===== src/rtl/digit_scroll_display.sv =====
// digit_scroll_display: stores a stream of BCD digits and pages through them on
// NUM_HEX seven-segment displays. The left IDX_DIGITS displays show the decimal page
// number, and the right DPP displays show that page's digits. Paging can be automatic
// or manual, in either direction.
module digit_scroll_display #(
    parameter int MAX_DIGITS  = 150,
    parameter int AW          = 8,
    parameter int NUM_HEX     = 6,
    parameter int IDX_DIGITS  = 2,
    parameter int TICK_CYCLES = 50_000_000
) (
    input  logic                 CLOCK_50,
    input  logic                 rst,
    input  logic                 wr_clear,
    input  logic                 wr_valid,
    input  logic [3:0]           wr_digit,
    input  logic                 wr_done,
    input  logic                 run,
    input  logic                 step,
    input  logic                 dir,
    output logic [7*NUM_HEX-1:0] hex,
    output logic [AW-1:0]        page,
    output logic [AW:0]          count,
    output logic                 overflow,
    output logic                 showing
);

    localparam int DPP     = NUM_HEX - IDX_DIGITS;
    localparam int TW      = $clog2(TICK_CYCLES);
    localparam int IDX_MOD = 10 ** IDX_DIGITS;

    typedef enum logic [1:0] {LOAD, SCROLL, PAUSE} state_t;

    state_t               state_q, state_d;
    logic [AW:0]          count_q, count_d;
    logic [AW-1:0]        page_q, page_d;
    logic [TW-1:0]        tick_q, tick_d;
    logic                 overflow_q, overflow_d;
    logic [7*NUM_HEX-1:0] hex_q, hex_d;
    logic                 wr_en;
    logic [AW-1:0]        last_page;
    logic [3:0]           mem_q [MAX_DIGITS];

    // Active-low segment pattern for one BCD digit. Codes 10..15 are shown blank.
    function automatic logic [6:0] seg7(input logic [3:0] d);
        case (d)
            4'd0:    seg7 = 7'h40;
            4'd1:    seg7 = 7'h79;
            4'd2:    seg7 = 7'h24;
            4'd3:    seg7 = 7'h30;
            4'd4:    seg7 = 7'h19;
            4'd5:    seg7 = 7'h12;
            4'd6:    seg7 = 7'h02;
            4'd7:    seg7 = 7'h78;
            4'd8:    seg7 = 7'h00;
            4'd9:    seg7 = 7'h10;
            default: seg7 = 7'h7F;
        endcase
    endfunction

    // Move one page in the requested direction, wrapping at either end.
    // When there is only one page (last == 0), the page stays at 0.
    function automatic logic [AW-1:0] next_page(input logic [AW-1:0] p, input logic back,
                                                input logic [AW-1:0] last);
        if (back) next_page = (p == '0) ? last : p - AW'(1);
        else      next_page = (p == last) ? '0 : p + AW'(1);
    endfunction

    // Index of the last page. There is always at least one page, even with an empty buffer.
    always_comb begin
        last_page = '0;
        if (count_q != '0)
            last_page = AW'((count_q - (AW+1)'(1)) / (AW+1)'(DPP));
    end

    // Next-state logic: loading, auto-scroll timing, manual stepping and clear.
    always_comb begin
        state_d    = state_q;
        count_d    = count_q;
        page_d     = page_q;
        tick_d     = tick_q;
        overflow_d = overflow_q;
        wr_en      = 1'b0;
        if (wr_clear) begin
            state_d    = LOAD;
            count_d    = '0;
            page_d     = '0;
            tick_d     = '0;
            overflow_d = 1'b0;
        end else begin
            case (state_q)
                LOAD: begin
                    if (wr_valid) begin
                        if (count_q < (AW+1)'(MAX_DIGITS)) begin
                            wr_en   = 1'b1;
                            count_d = count_q + (AW+1)'(1);
                        end else begin
                            overflow_d = 1'b1;
                        end
                    end
                    if (wr_done) begin
                        page_d  = '0;
                        tick_d  = '0;
                        state_d = run ? SCROLL : PAUSE;
                    end
                end
                SCROLL: begin
                    if (!run) begin
                        state_d = PAUSE;
                    end else if (tick_q == TW'(TICK_CYCLES - 1)) begin
                        tick_d = '0;
                        page_d = next_page(page_q, dir, last_page);
                    end else begin
                        tick_d = tick_q + TW'(1);
                    end
                end
                PAUSE: begin
                    if (step) page_d = next_page(page_q, dir, last_page);
                    if (run)  state_d = SCROLL;
                end
                default: state_d = LOAD;
            endcase
        end
    end

    // Display image for the current page or load progress.
    // Digits at or beyond count are shown blank, so stale buffer contents never appear.
    always_comb begin
        int a;
        int iv;
        hex_d = '1;
        a     = 0;
        for (int k = 0; k < DPP; k++) begin
            a = int'(page_q) * DPP + (DPP - 1 - k);
            if (state_q != LOAD && a < int'(count_q))
                hex_d[7*k +: 7] = seg7(mem_q[a[AW-1:0]]);
        end
        iv = (state_q == LOAD) ? int'(count_q) : int'(page_q);
        iv = iv % IDX_MOD;
        for (int k = 0; k < IDX_DIGITS; k++)
            hex_d[7*(DPP+k) +: 7] = seg7(4'((iv / (10 ** k)) % 10));
    end

    // Control and display registers. The reset is asynchronous.
    always_ff @(posedge CLOCK_50 or posedge rst) begin
        if (rst) begin
            state_q    <= LOAD;
            count_q    <= '0;
            page_q     <= '0;
            tick_q     <= '0;
            overflow_q <= 1'b0;
            hex_q      <= '1;
        end else begin
            state_q    <= state_d;
            count_q    <= count_d;
            page_q     <= page_d;
            tick_q     <= tick_d;
            overflow_q <= overflow_d;
            hex_q      <= hex_d;
        end
    end

    // Digit buffer. It is not reset; count alone defines which entries are valid.
    always_ff @(posedge CLOCK_50) begin
        if (wr_en) mem_q[count_q[AW-1:0]] <= wr_digit;
    end

    assign hex      = hex_q;
    assign page     = page_q;
    assign count    = count_q;
    assign overflow = overflow_q;
    assign showing  = (state_q != LOAD);

endmodule


===== config.mk =====
export PLATFORM = sky130hd
export DESIGN_NAME = digit_scroll_display
export DESIGN_NICKNAME = d
export VERILOG_FILES = /design/src/rtl/digit_scroll_display.sv
export SDC_FILE = /design/constraint.sdc
export NUM_CORES = 1
export LEC_CHECK = 0
export CAP_MARGIN = 20
export CORE_MARGIN = 5
export CORE_UTILIZATION = 35
export DETAILED_ROUTE_END_ITERATION = 10
export GPL_ROUTABILITY_DRIVEN = 0
export PLACE_DENSITY_LB_ADDON = 0.2
export SKIP_CTS_REPAIR_TIMING = 1
export SYNTH_ARGS = -nofsm -noshare
export SYNTH_HDL_FRONTEND = slang
export SYNTH_SLANG_ARGS = --single-unit

===== constraint.sdc =====
create_clock -name CLOCK_50 -period 18.5 [get_ports CLOCK_50]
set_input_delay 2.775 -clock CLOCK_50 [delete_from_list [all_inputs] [get_ports CLOCK_50]]
set_output_delay 2.775 -clock CLOCK_50 [all_outputs]
set_load 0.005 [all_outputs]

==> flow_summary.yaml <==
outcome:
  status: "completed"
worst_setup_path:
  crit_path_max_fanout: 29
  cp_common_cell: "ha_1"
  worst_path_max_delay_cell: "a2111oi_0"
  path_class: "register to register"
  cp-start-kind: "register"
  critPathArrivalTime_ps: 16610
  required_ps: 19040
  slowest_delay_ps: 910
  cp-end-kind: "register"
timing:
  finalSetupTns_ps: 0
  period_share_pct: 86.9
  relSlewSlack_pct: 19.5
  rsz0062_at_grt: "false"
  hold_viol_final: 0
  fmax_ghz: 0.0622
  finalMaxSlewViolations: 0
  period_needed_ps: 16070
  finalSetupViolCount: 0
  worstMarginPinSlew_ps: 1190
  skew_ps: 36.3
synth:
  netlist_area_um2: 33900
  async_flop_share_pct: 12.8
  ys_ff_latch: 688
  ys_seq_area_share_pct: 59.8
  synth_nets: 2528
  yosys-top-cells-area: "edfxtp_1 (53%), mux4_2 (12%), nor2_1 (3.5%)"
  syn_avg_cell_area_um2: 13.8
  yosys_most_used_dff: "edfxtp_1"
  synth_cell_types: 119
  syn_inst: 2454
  yosys.area.top_type: "edfxtp_1"
  synth_top_cell_area_share_pct: 53.2
  ys_warn_count: 0
  synth_edf_count: 600
layout:
  nNetsFinal: 2582
  fillCellCount: 8967
  multi_input_area_um2: 12900
  seqCellArea_um2: 20300
  drive_gt1_share_pct: 17.7
  finalInstanceArea_um2: 38400
  synthToLayoutAreaGrowth_pct: 13.3
power_and_ir_drop:
  p_int_uw: 3390
  p_comb_share_pct: 36.6
  p_per_area_nw_per_um2: 136
  p_sw_share_pct: 35.0
  vdd_drop_max_mv: 0.0661
  p_seq_share_pct: 34.7
  leakage_uw: 0.0125
  p_switching_uw: 1830
  p_clk_share_pct: 28.8
floorplanning:
  start_util_pct: 35.1
  num_rows: 114
  fp.coreArea_um2: 96400
  die_w_um: 321
  die_h_um: 321
  die-area_um2: 103000
  boundaryPins: 73
grt:
  antenna_found_initial: 1
  grt_max_degree: 90
  grt_util_all_layers_pct: 16.4
  grt-ovfl-total: 0
  grt_pass1_wl_mm: 132
  grt_pass1_vias: 21400
detailed_routing:
  dr.pass1.iters: 5
  vias: 21400
  ant_nets: 0
  vias_per_cell: 5.56
  first_iter_violations: 2149
  drc: 0
  routed_wl_mm: 86.2
  wl_per_cell_um: 22.4
placed_design:
  numPortBuffers: 72
  hpwl_mm: 57.0
  placed_area_um2: 35900
clock_tree:
  cts.sinks: 688
  cts_htree_levels: 3
  clkTransAtPathRegs_ps: 70
  insertion_delay_ps: 630
  cts_tree: "done"
  cts_made_buffers: 73
  cts_root_buffer: "clkbuf_16"
  clockBufferDepth: 3
min_path:
  min-delay-path-class: "register to register"
run:
  max-cap-violations: 0
-- cell usage after synthesis (10+ instances only) --
master      n
or3_1      13
nand3_1    70
buf_1      23
a211oi_1   14
nand2_1   159
o211ai_1   20
a21o_1     12
xnor2_1    59
nor4_1     14
ha_1       62
nor2b_1    13
dfstp_2    42
mux2i_1    43
a31oi_1    19
dfrtp_1    46
nor2_1    316
o31ai_1    15
a21oi_1    77
xor2_1     22
and3_1     32
mux2_2     16
clkbuf_1   85
inv_1      56
a31o_2     11
nand2b_1   17
buf_2      10
nand4_1    18
o21ai_1    17
and2_1     12
mux4_2    176
nor3_1     38
edfxtp_1  600
o21ai_0   108
-- cells in the final DEF, fill, tap and decap left out, types with 10 or more instances in the layout --
cell,netlist,layout
and3_1,32,32
a21oi_1,77,77
or3_1,13,13
clkdlybuf4s50_1,0,68
o31ai_1,15,15
edfxtp_1,600,600
a211oi_1,14,14
buf_4,0,32
nand2_1,159,159
nand2b_1,17,17
mux4_2,176,176
clkbuf_16,0,75
inv_1,56,54
clkinv_1,0,12
o21ai_1,17,17
xnor2_1,59,59
xor2_1,22,22
a31oi_1,19,19
a31o_2,11,11
nor3_1,38,38
mux2_2,16,16
o211ai_1,20,20
clkinv_2,0,10
o21ai_0,108,108
nor2_1,316,316
nand4_1,18,18
nand3_1,70,70
a21o_1,12,12
dfstp_2,42,42
nor2b_1,13,13
mux2i_1,43,43
clkbuf_1,85,10
and2_1,12,12
nor4_1,14,14
ha_1,62,62
dfrtp_1,46,41
-- flip-flops by register name, indices dropped and copies added, names as in the netlist --
name and count:
overflow 1, state_q 2, mem_q 600, hex 42
tick_q 26, page 8, count 9
-- layout make-up --
type / count / area share (%)
diodes: 1 / 0.00652
clock buffers: 87 / 5.06
clock inverters: 45 / 1.36
inverters: 58 / 0.570
multi-input cells: 1586 / 33.6
flip-flops and latches: 688 / 52.8
well taps: 1276 / 4.16
repair buffers: 101 / 2.42
-- worst max-delay path, delay by kind of cell, from the launching register on --
kind	cells	cell delay, ps
simple gates	10	2610
xor+xnor	4	1200
mux	4	870
flops	1	420
compound gates	25	8150
fa+ha+maj	7	2110
buf+inv	3	580
-- power by group through the flow --
stage	registers, uW	clock network [uW]	logic [uW]
2_1_floorplan	1800	0	1370
6_report	1810	1500	1910
5_1_grt	1820	1610	2100
4_1_cts	1810	1540	1900
3_3_place_gp	1840	0	1860
3_5_place_dp	1840	0	1890
-- kinds of logic after synthesis --
family                     Yosys count  synth area share [%]
and+or+nand+nor                    762                  10.6
adders and majority gates           64                  2.35
DFF                                688                  59.8
muxes                              237                  13.6
AOI/OAI and AO/OA                  439                  9.24
buffers and inverters              180                  2.10
xor gates and xnor gates            84                  2.27
-- through the flow --
step           setup slack, ps  hold WS, ps  total power [uW]  cells  utilization [%]
2_1_floorplan             4830          454              3170   2454                -
3_3_place_gp              3460          482              3700   3706             37.2
3_5_place_dp              2840          494              3730   3706             37.2
4_1_cts                   2740          503              5250   3838             39.8
5_1_grt                   1190          532              5530   3842             39.8
6_report                  2430          509              5220   3842             39.8
-- routing by layer --
metal  track usage [%]  wire length [um]
met1              23.2             38800
met5                 0                 0
met3              2.60              4770
met2              26.9             41000
met4              3.68              1670
-- final timing paths --
check	slack, ps	cells past startpoint	end	from
max	2430	53	hex[35]	state_q[0]
min	510	1	state_q[1]	state_q[1]
max reg2reg	2430	53	hex[35]	state_q[0]
min reg2reg	510	1	state_q[1]	state_q[1]
max in group asynchronous	14750	3	page[1]	rst
min in group asynchronous	2680	2	hex[2]	rst
(Power assumes the default switching activity.)
